$ cat src/rtl/regfl_pkg.sv
// Shared constants and helpers for the 2-read/1-write register file.
package regfl_pkg;

   localparam int REGFL_W  = 8;
   localparam int REGFL_AW = 2;

   // Number of entries addressable with an aw-bit address.
   function automatic int regfl_depth(input int aw);
      return 2 ** aw;
   endfunction

endpackage

$ cat src/rtl/regfl_rdport.sv
// One registered read port of the register file: read mux over the entry
// array, registered data plus a one-cycle valid flag.
// Build option: define REGFL_BYPASS_EN for write-first forwarding on a
// read/write address collision; left undefined the port is read-first.
module regfl_rdport
   import regfl_pkg::*;
#(
   parameter  int W     = REGFL_W,
   parameter  int AW    = REGFL_AW,
   localparam int DEPTH = regfl_depth(AW)
) (
   input  logic                  clk,
   input  logic                  rst,
   input  logic                  clr_i,
   input  logic                  wr_e_i,
   input  logic [AW-1:0]         wr_addr_i,
   input  logic [W-1:0]          wr_data_i,
   input  logic                  rd_e_i,
   input  logic [AW-1:0]         rd_addr_i,
   input  logic [DEPTH-1:0][W-1:0] entries_i,
   output logic [W-1:0]          rd_data_o,
   output logic                  rd_valid_o
);

   logic [W-1:0] readValue;
   logic [W-1:0] rdData_d;
   logic [W-1:0] rdData_q;
   logic         rdValid_d;
   logic         rdValid_q;

`ifdef REGFL_BYPASS_EN
   // Select the stored entry, or forward the write data when this edge writes
   // the same address; a clear drops the write, so nothing is forwarded then.
   always_comb begin
      readValue = entries_i[rd_addr_i];
      if (wr_e_i && !clr_i && (wr_addr_i == rd_addr_i)) begin
         readValue = wr_data_i;
      end
   end
`else
   // Read-first: always return the pre-edge contents of the addressed entry.
   always_comb begin
      readValue = entries_i[rd_addr_i];
   end

   logic unusedBypassInputs;
   assign unusedBypassInputs = ^{clr_i, wr_e_i, wr_addr_i, wr_data_i};
`endif

   // Load new data only on a read; valid mirrors the read enable of this edge.
   always_comb begin
      rdData_d  = rd_e_i ? readValue : rdData_q;
      rdValid_d = rd_e_i;
   end

   // Output registers, cleared immediately by reset.
   always_ff @(posedge clk or posedge rst) begin
      if (rst) begin
         rdData_q  <= '0;
         rdValid_q <= 1'b0;
      end else begin
         rdData_q  <= rdData_d;
         rdValid_q <= rdValid_d;
      end
   end

   assign rd_data_o  = rdData_q;
   assign rd_valid_o = rdValid_q;

endmodule

$ cat src/rtl/regfl_2r1w.sv
// Parametrised register file with one write port and two registered read
// ports; operand store for the lab datapath.
// Build option: REGFL_BYPASS_EN selects write-first forwarding in the read
// ports (see regfl_rdport); the default build is read-first.
module regfl_2r1w
   import regfl_pkg::*;
#(
   parameter int W  = REGFL_W,
   parameter int AW = REGFL_AW
) (
   input  logic          clk,
   input  logic          rst,
   input  logic          clr,
   input  logic          wr_e,
   input  logic [AW-1:0] wr_addr,
   input  logic [W-1:0]  wr_data,
   input  logic          rd_e_a,
   input  logic          rd_e_b,
   input  logic [AW-1:0] rd_addr_a,
   input  logic [AW-1:0] rd_addr_b,
   output logic [W-1:0]  rd_data_a,
   output logic [W-1:0]  rd_data_b,
   output logic          rd_valid_a,
   output logic          rd_valid_b
);

   localparam int DEPTH = regfl_depth(AW);

   logic [DEPTH-1:0][W-1:0] entries;
   logic [DEPTH-1:0]        entryLoad;

   for (genvar i = 0; i < DEPTH; i++) begin : gEntry
      logic [W-1:0] value_d;
      logic [W-1:0] value_q;

      assign entryLoad[i] = wr_e && (wr_addr == AW'(i));

      // Clear beats a simultaneous write; otherwise load on an address match.
      always_comb begin
         value_d = value_q;
         if (clr) begin
            value_d = '0;
         end else if (entryLoad[i]) begin
            value_d = wr_data;
         end
      end

      // Entry storage, cleared immediately by reset.
      always_ff @(posedge clk or posedge rst) begin
         if (rst) begin
            value_q <= '0;
         end else begin
            value_q <= value_d;
         end
      end

      assign entries[i] = value_q;
   end

   regfl_rdport #(.W(W), .AW(AW)) uPortA (
      .clk        (clk),
      .rst        (rst),
      .clr_i      (clr),
      .wr_e_i     (wr_e),
      .wr_addr_i  (wr_addr),
      .wr_data_i  (wr_data),
      .rd_e_i     (rd_e_a),
      .rd_addr_i  (rd_addr_a),
      .entries_i  (entries),
      .rd_data_o  (rd_data_a),
      .rd_valid_o (rd_valid_a)
   );

   regfl_rdport #(.W(W), .AW(AW)) uPortB (
      .clk        (clk),
      .rst        (rst),
      .clr_i      (clr),
      .wr_e_i     (wr_e),
      .wr_addr_i  (wr_addr),
      .wr_data_i  (wr_data),
      .rd_e_i     (rd_e_b),
      .rd_addr_i  (rd_addr_b),
      .entries_i  (entries),
      .rd_data_o  (rd_data_b),
      .rd_valid_o (rd_valid_b)
   );

endmodule
$ cat config.mk
export PLATFORM = sky130hd
export DESIGN_NAME = regfl_2r1w
export DESIGN_NICKNAME = d
export VERILOG_FILES = /design/src/rtl/regfl_pkg.sv /design/src/rtl/regfl_rdport.sv /design/src/rtl/regfl_2r1w.sv
export SDC_FILE = /design/constraint.sdc
export NUM_CORES = 1
export LEC_CHECK = 0
export CORE_MARGIN = 4
export CORE_UTILIZATION = 50
export DETAILED_ROUTE_END_ITERATION = 10
export DONT_BUFFER_PORTS = 1
export PLACE_DENSITY_LB_ADDON = 0.05
export SLEW_MARGIN = 10
export SYNTH_ARGS = -nofsm -noshare
export SYNTH_HDL_FRONTEND = slang
export SYNTH_SLANG_ARGS = --single-unit
$ cat constraint.sdc
create_clock -name clk -period 2.16 [get_ports clk]
set_input_delay 0.54 -clock clk [delete_from_list [all_inputs] [get_ports clk]]
set_output_delay 0.54 -clock clk [all_outputs]
set_load 0.01 [all_outputs]
==> metrics.md, run 1 <==
| Metric | Value |
|---|---|
| Outcome | `finished clean` |
| Met2 wire len | `~2700 um` |
| Residual DRC | `0` |
| Detailed-route via count | `1600` |
| Setup TNS | `0 ns` |
| CTS resizes | `0` |
| Combinational share of power | `0.080` |
| H-tree Lvls | `2` |
| Initial antenna violation count | `0` |
| DR iter-0 viols | `between 70 and 80` |
| I/O pin count | `38` |
| Sw Ratio | `0.227` |
| Post-Syn Area per Cell | `roughly 12 sq um` |
| Num CTS Buffers | `5` |
| Die W | `about 79 um` |
| PwrDens | `about 690 mW/mm^2` |
| Site Rows | `25` |
| Internal power | `roughly 1.4 mW` |
| Initial Utilization | `0.521` |
| Crit path arrival time | `0.72 ns` |
| Routed wire length | `around 5400 um` |
| P_leak | `approximately 1.3 nW` |
| Die ar. | `between 0.006 and 0.007 sq mm` |
| Gp weighted congestion | `0.796` |
| Met3 wire len | `~300 um` |
| Crit. End Element | `output pin` |
| Placeable Area | `0.00479 sq mm` |
| Post-CTS Hold Buffers | `0` |
| WP depth | `0` |
| Tcrit/Tclk final | `0.586` |
| Worst Max-Slew Pin Slew | `about 0.62 ns` |
| CTS tree | `done` |
| Clk slew on worst S/H paths | `0.09 ns` |
| Remaining antenna violation count | `0` |
| Post-synthesis cell area | `0.00249 sq mm` |
| Mapped Nets | `about 240` |
| Most frequent cells in the layout | `dfrtp_1, mux2i_1, nor2_1, nor2b_1, a21oi_1` |
| Unique masters post-synth | `22` |
| Register area share after synthesis | `0.502` |
| Min Tclk post-route | `between 1 and 1.5 ns` |
| Vias in the first global route | `between 1500 and 2000` |
| Most common cell after layout, fill and taps aside | `dfrtp_1` |
| Wirelength per Cell | `approximately 19 um` |
| Largest net degree at the start of global routing | `33` |
| Global route overflow | `0` |
| Reg-to-Reg Start | `gEntry[1].value_q[4]$_DFFE_PP0P_` |
| Clock root cell | `clkbuf_8` |
| Relative slew slack | `0.582` |
| Reg-to-Reg End | `uPortB.rd_data_o[4]$_DFFE_PP0P_` |
| Number of inserted diodes | `0` |
| Global-route wire length before repair | `8630 um` |
| Startpoint Class | `register` |
| Number of max-cap violations | `0` |
| Clock power share | `0.358` |
| VDD IR max | `between 0.0003 and 0.0004 V` |
| Nets | `between 200 and 250` |
| Port buffer count | `0` |
| YS warnings | `0` |
| Total GRT Usage | `0.184` |
| Flop pwr share | `0.562` |
| DR top layer | `met4` |
| Largest fanout on the critical path | `2` |
| Data required, critical path | `roughly 1.6 ns` |
| Final setup violation count | `0` |
| Setup bufs post-CTS | `0` |
| Dpl hpwl | `3640 um` |
| Fin. max-slew vios | `0` |
| Psw | `just over 0.4 mW` |
| Die Y | `slightly below 80 um` |
| Max Buffers Root-to-Sink | `2` |
| R2R Setup Slk | `between 1 and 1.5 ns` |
| CTS Sinks | `50` |
| Via/cell ratio | `5.67` |
| Worst skew pair latency | `approximately 0.3 ns` |
| Flip-flop and latch count after synthesis | `50` |
| WS Path Type | `reg2out` |
| RSZ-0062 raised after global routing | `false` |
| Worst hold-check path type | `in2async` |
| R2R cell count | `3` |
| Pre-Repair DR Iteration Count | `4` |
| Worst-case clock skew | `0.00719 ns` |
| Peak Freq | `0.791 GHz` |
| Final hold slack | `about 0.14 ns` |
| Fin. Hold Viols | `0` |
| Syn-to-layout area delta | `4.26%` |
| Routed length on met1 | `2400 um` |
| Layout cell share with drive strength beyond 1 | `0.153` |
| Gate Count Post-Synth | `around 220` |
-- state kept, by name, summed over array words and instances (netlist names) --
register	flops
uPortA.rd_valid_o	1
gEntry.value_q	32
uPortA.rd_data_o	8
uPortB.rd_data_o	8
uPortB.rd_valid_o	1
-- Yosys cell counts --
library cell | instances | area share
nand2_1 | 2 | 0.0030
a21oi_2 | 2 | 0.0070
o21ai_0 | 12 | 0.024
nand3_2 | 1 | 0.0040
buf_8 | 1 | 0.0060
nand3b_1 | 2 | 0.0060
inv_1 | 1 | 0.0015
nor2_1 | 32 | 0.048
mux2_2 | 12 | 0.054
dfrtp_1 | 50 | 0.50
clkbuf_1 | 3 | 0.0045
mux2i_1 | 48 | 0.19
o21ai_1 | 4 | 0.0080
buf_4 | 3 | 0.0090
a21oi_1 | 14 | 0.028
nor3b_2 | 1 | 0.0050
buf_12 | 2 | 0.016
nor2b_1 | 16 | 0.040
buf_6 | 2 | 0.0090
mux2_4 | 4 | 0.024
and2b_1 | 2 | 0.0060
buf_2 | 1 | 0.0020
-- power groups by stage --
stage	combinational (mW)	clock [mW]	sequential, mW
2_1_floorplan	0.147	0	1.02
3_3_place_gp	0.141	0	1.02
3_5_place_dp	0.145	0	1.02
4_1_cts	0.146	0.655	1.01
5_1_grt	0.159	0.687	1.01
6_report	0.143	0.641	1.01
-- layer usage --
metal,global-route usage,vias up
met2,0.309,44
met3,0.0447,8
met4,0.0577,0
met1,0.233,807
met5,0,-
li1,-,741
-- cell families after synthesis --
logic type / count (synthesis) / share of synthesized area
muxes: 64 / 0.271
and+or+nand+nor: 56 / 0.112
DFF: 50 / 0.502
AOI/OAI and AO/OA: 32 / 0.0672
buffers and inverters: 13 / 0.0481
-- through the flow --
| step | area [sq um] | power, mW | std cells | utilization | setup slack, ns |
|---|---|---|---|---|---|
| after floorplan | 2490 | 1.16 | 215 | - | 0.419 |
| after global placement | 2490 | 1.16 | 274 | 0.521 | 0.625 |
| after detailed placement | 2490 | 1.17 | 274 | 0.521 | 0.547 |
| after CTS | 2600 | 1.81 | 282 | 0.544 | 0.858 |
| after global routing | 2600 | 1.86 | 282 | 0.544 | 0.859 |
| final | 2600 | 1.79 | 282 | 0.544 | 0.895 |
-- worst max path at each step --
stage | start | end
2_1_floorplan | rst | gEntry[0].value_q[0]$_DFFE_PP0P_
3_5_place_dp | wr_addr[0] | gEntry[2].value_q[3]$_DFFE_PP0P_
4_1_cts | wr_addr[0] | gEntry[2].value_q[3]$_DFFE_PP0P_
3_3_place_gp | wr_addr[0] | gEntry[2].value_q[0]$_DFFE_PP0P_
6_report | uPortA.rd_data_o[6]$_DFFE_PP0P_ | rd_data_a[6]
5_1_grt | wr_addr[0] | gEntry[2].value_q[3]$_DFFE_PP0P_
-- layout make-up --
| type | instances | area (sq um) |
|---|---|---|
| Clock inverter | 3 | 40.0 |
| Clock buffer | 5 | 68.8 |
| Sequential cell | 50 | 1250 |
| Tap cell | 67 | 83.8 |
| Fill cell | 425 | 2180 |
| Timing Repair Buffer | 4 | 30.0 |
| Inverter | 1 | 3.75 |
| Multi-Input combinational cell | 152 | 1120 |
Power figures use the tool's default switching activity.
==> run 2: changes to the inputs <==
--- a/config.mk
+++ b/config.mk
@@ -5,6 +5,7 @@
 export SDC_FILE = /design/constraint.sdc
 export NUM_CORES = 1
 export LEC_CHECK = 0
+export ABC_AREA = 1
 export CORE_MARGIN = 4
 export CORE_UTILIZATION = 50
 export DETAILED_ROUTE_END_ITERATION = 10
==> constraint.sdc (replaced) <==
create_clock -name clk -period 1.3 [get_ports clk]
set_input_delay 0.325 -clock clk [delete_from_list [all_inputs] [get_ports clk]]
set_output_delay 0.325 -clock clk [all_outputs]
set_load 0.01 [all_outputs]
==> run 2 against run 1 <==
Net effect:
- global-route usage is 2.4 points higher
- clock skew is 0.00094 ns higher
- final cell count is 49% higher
- sequential power is 79% higher
- setup slack worse by 0.67 ns
- critical path depth stayed put
- die area is 7.1% higher
- via count is 31% higher
- clock-buffer cell count stayed put
- first-iteration DRC count is 100% higher
- critical endpoint is now rd_data_b[6]
- largest cell class unchanged
- highest routed layer unchanged
==> metrics.md, run 2 <==
| Metric | Value |
|---|---|
| DR iter-0 viols | `147 (was 72)` |
| H-tree Lvls | `2 (unchanged)` |
| Nets | `370 (was 234)` |
| Number of inserted diodes | `0 (unchanged)` |
| Max Buffers Root-to-Sink | `2 (unchanged)` |
| Fin. max-slew vios | `0 (unchanged)` |
| Multi-input logic area | `0.00110 sq mm (was 0.00112 sq mm)` |
| Min Tclk post-route | `1.08 ns` |
| Total GRT Usage | `0.208 (was 0.184)` |
| Data required, critical path | `0.98 ns (was 1.62 ns)` |
| Initial Utilization | `0.520 (was 0.521)` |
| Worst hold-check path type | `in2reg (was in2async)` |
| Pre-Repair DR Iteration Count | `4 (unchanged)` |
| Clock root cell | `clkbuf_8 (unchanged)` |
| Clk slew on worst S/H paths | `0.10 ns (was 0.09 ns)` |
| Die Y | `81.4 um (was 78.6 um)` |
| Global route overflow | `0 (unchanged)` |
| CTS Sinks | `50 (unchanged)` |
| Worst Max-Slew Pin Slew | `0.411 ns (was 0.624 ns)` |
| Worst skew pair latency | `0.31 ns (was 0.30 ns)` |
| Top reg by flops | `gEntry.value_q (unchanged)` |
| Final setup violation count | `0 (unchanged)` |
| FF/Latch Area | `0.00125 sq mm (unchanged)` |
| Fin. Hold Viols | `0 (unchanged)` |
| Placeable Area | `0.00517 sq mm (was 0.00479 sq mm)` |
| Leading area contributor after synthesis | `dfrtp_1 (unchanged)` |
| Unique masters post-synth | `18 (was 22)` |
| Crit. End Element | `output pin (unchanged)` |
| Tcrit/Tclk final | `0.830` |
| WS Path Type | `reg2out (unchanged)` |
| Worst-case clock skew | `0.00813 ns (was 0.00719 ns)` |
| Met2 usage | `0.331 (was 0.309)` |
| Commonest cells post-synth | `nand2_1, dfrtp_1, inv_1, nand3_1, o21ai_1 (was dfrtp_1, mux2i_1, nor2_1, nor2b_1, a21oi_1)` |
| Num CTS Buffers | `5 (unchanged)` |
| Die ar. | `0.00662 sq mm (was 0.00618 sq mm)` |
| Finished Cell Area | `0.00278 sq mm (was 0.00260 sq mm)` |
| Relative slew slack | `0.725 (was 0.582)` |
| Largest fanout on the critical path | `2 (unchanged)` |
| PwrDens | `1250 mW/mm^2 (was 688 mW/mm^2)` |
| Most common cell after layout, fill and taps aside | `nand2_1 (was dfrtp_1)` |
| Max FFs per register | `32 (unchanged)` |
| Crit path arrival time | `0.75 ns (was 0.72 ns)` |
| Via/cell ratio | `4.99 (was 5.67)` |
| Synth top area cells | `dfrtp_1, nand2_1, nand3_1 (was dfrtp_1, mux2i_1, mux2_2)` |
| Met3 GRT Util | `0.0466 (was 0.0447)` |
| Layout cell share with drive strength beyond 1 | `0.123 (was 0.153)` |
| Outcome | `finished clean (unchanged)` |
| Count leader, synth | `nand2_1 (was dfrtp_1)` |
| Dpl hpwl | `4370 um (was 3640 um)` |
| Setup TNS | `0 ns (unchanged)` |
| CTS tree | `done (unchanged)` |
| CTS resizes | `0 (unchanged)` |
| Remaining antenna violation count | `0 (unchanged)` |
| Register area share after synthesis | `0.465 (was 0.502)` |
| YS warnings | `0 (unchanged)` |
| Post-synth EDFFs | `0 (unchanged)` |
| Gate Count Post-Synth | `356 (was 215)` |
| Fillers | `508 (was 425)` |
| Largest net degree at the start of global routing | `51 (was 33)` |
| I/O pin count | `38 (unchanged)` |
| Initial antenna violation count | `0 (unchanged)` |
| Vias in the first global route | `2073 (was 1647)` |
| Mapped Nets | `376 (was 235)` |
| GR Util met1 | `0.279 (was 0.233)` |
| P_leak | `1.52 nW (was 1.33 nW)` |
| Site Rows | `26 (was 25)` |
| VDD IR max | `0.000555 V (was 0.000375 V)` |
| Async SR Flop Fraction | `1.00 (unchanged)` |
| Peak Freq | `between 0.9 and 1 GHz` |
| Routed wire length | `6070 um (was 5430 um)` |
| Gp weighted congestion | `0.852 (was 0.796)` |
| Most frequent cells in the layout | `nand2_1, dfrtp_1, inv_1, nand3_1, o21ai_1 (was dfrtp_1, mux2i_1, nor2_1, nor2b_1, a21oi_1)` |
| GRT Max-Usage Layer | `met2 (unchanged)` |
| Wirelength per Cell | `14.4 um (was 19.2 um)` |
| Port buffer count | `0 (unchanged)` |
| Main synth FF type | `dfrtp_1 (unchanged)` |
| Post-Syn Area per Cell | `7.56 sq um (was 11.6 sq um)` |
| Flip-flop and latch count after synthesis | `50 (unchanged)` |
| Global-route wire length before repair | `10400 um (was 8630 um)` |
| Number of max-cap violations | `0 (unchanged)` |
| Syn-to-layout area delta | `3.30% (was 4.26%)` |
| DP Area | `0.00266 sq mm (was 0.00249 sq mm)` |
| Residual DRC | `0 (unchanged)` |
| Detailed-route via count | `2102 (was 1600)` |
| RSZ-0062 raised after global routing | `false (unchanged)` |
| Startpoint Class | `register (unchanged)` |
| Post-synthesis cell area | `0.00269 sq mm (was 0.00249 sq mm)` |
| Setup bufs post-CTS | `0 (unchanged)` |
| Die W | `81.4 um (was 78.6 um)` |
| Share of the synthesized area in the top cell type | `0.465 (was 0.502)` |
==> run 2: cell count changes after synthesis, moves of 14 or more <==
cell     change
nand2_1    +154
o21ai_1     +14
mux2i_1     -48
o21ai_2     +14
inv_1       +43
nor2_1      -26
nor2b_1     -16
a21oi_1     -14
nand3_1     +34
==> run 2: final timing paths <==
| kind | end | cells past startpoint | slack (ns) | start |
|---|---|---|---|---|
| worst max-delay path | rd_data_b[6] | 0 | 0.22 | uPortB.rd_data_o[6]$_DFFE_PP0P_ |
| worst min-delay path | uPortB.rd_valid_o$_DFF_PP0_ | 0 | 0.03 | rd_e_b |
| worst max register to register | uPortA.rd_data_o[6]$_DFFE_PP0P_ | 6 | 0.38 | gEntry[3].value_q[6]$_DFFE_PP0P_ |
| worst min register to register | gEntry[1].value_q[5]$_DFFE_PP0P_ | 2 | 0.54 | gEntry[1].value_q[5]$_DFFE_PP0P_ |
| max in group asynchronous | gEntry[0].value_q[1]$_DFFE_PP0P_ | 3 | 0.53 | rst |
| min in group asynchronous | gEntry[1].value_q[3]$_DFFE_PP0P_ | 3 | 0.55 | rst |
==> run 2: per-stage QoR <==
step / std cells / hold WS (ns) / setup WS [ns] / utilization / power, mW
floorplan: 356 / 0.356 / 0.322 / - / 2.32
global placement: 412 / 0.287 / 0.344 / 0.514 / 2.39
detailed placement: 412 / 0.287 / 0.325 / 0.514 / 2.40
CTS: 421 / 0.0274 / 0.212 / 0.537 / 3.51
global route: 421 / 0.0145 / 0.193 / 0.537 / 3.67
finish: 421 / 0.0333 / 0.221 / 0.537 / 3.47
==> run 2: logic make-up after synthesis <==
kind of cell | after synthesis | synth area share
AND/OR/NAND/NOR | 209 | 0.329
buffers and inverters | 65 | 0.127
flip-flops | 50 | 0.465
AO/OA/AOI/OAI | 32 | 0.0790
==> run 2: area by class of cell <==
class / count / share of cell area
flip-flops and latches: 50 / 0.450
well taps: 70 / 0.0315
clock inverters: 3 / 0.0158
repair buffers: 2 / 0.0108
inverters: 50 / 0.0725
clock buffers: 5 / 0.0248
multi-input cells: 241 / 0.395
==> run 2: worst reg2reg max path: stages (launching register included) <==
cell and delay, ns:
dfrtp_1 0.37, inv_1 0.11, nand2_1 0.06, nand3_1 0.08, nand2_1 0.08, nand2_1 0.07, nand2_1 0.05
==> run 2: repair_timing <==
| action | CTS | global route |
|---|---|---|
| hold buffers | 1 | 0 |
| endpoints found under the setup margin | 0 | 0 |
| endpoints found under the hold margin | 50 | 0 |
==> run 2: where the power goes <==
| group | leakage [nW] | switching [mW] | total, mW | internal [mW] |
|---|---|---|---|---|
| combinational | 0.816 | 0.374 | 0.554 | 0.179 |
| clock | 0.0585 | 0.537 | 1.11 | 0.577 |
| sequential | 0.641 | 0.101 | 1.81 | 1.70 |
==> run 2: per-layer routing <==
| metal | up-vias | wire, um |
|---|---|---|
| met5 | - | 0 |
| met4 | 0 | 91 |
| met3 | 8 | 316 |
| met2 | 51 | 2890 |
| met1 | 977 | 2770 |
| li1 | 1066 | - |
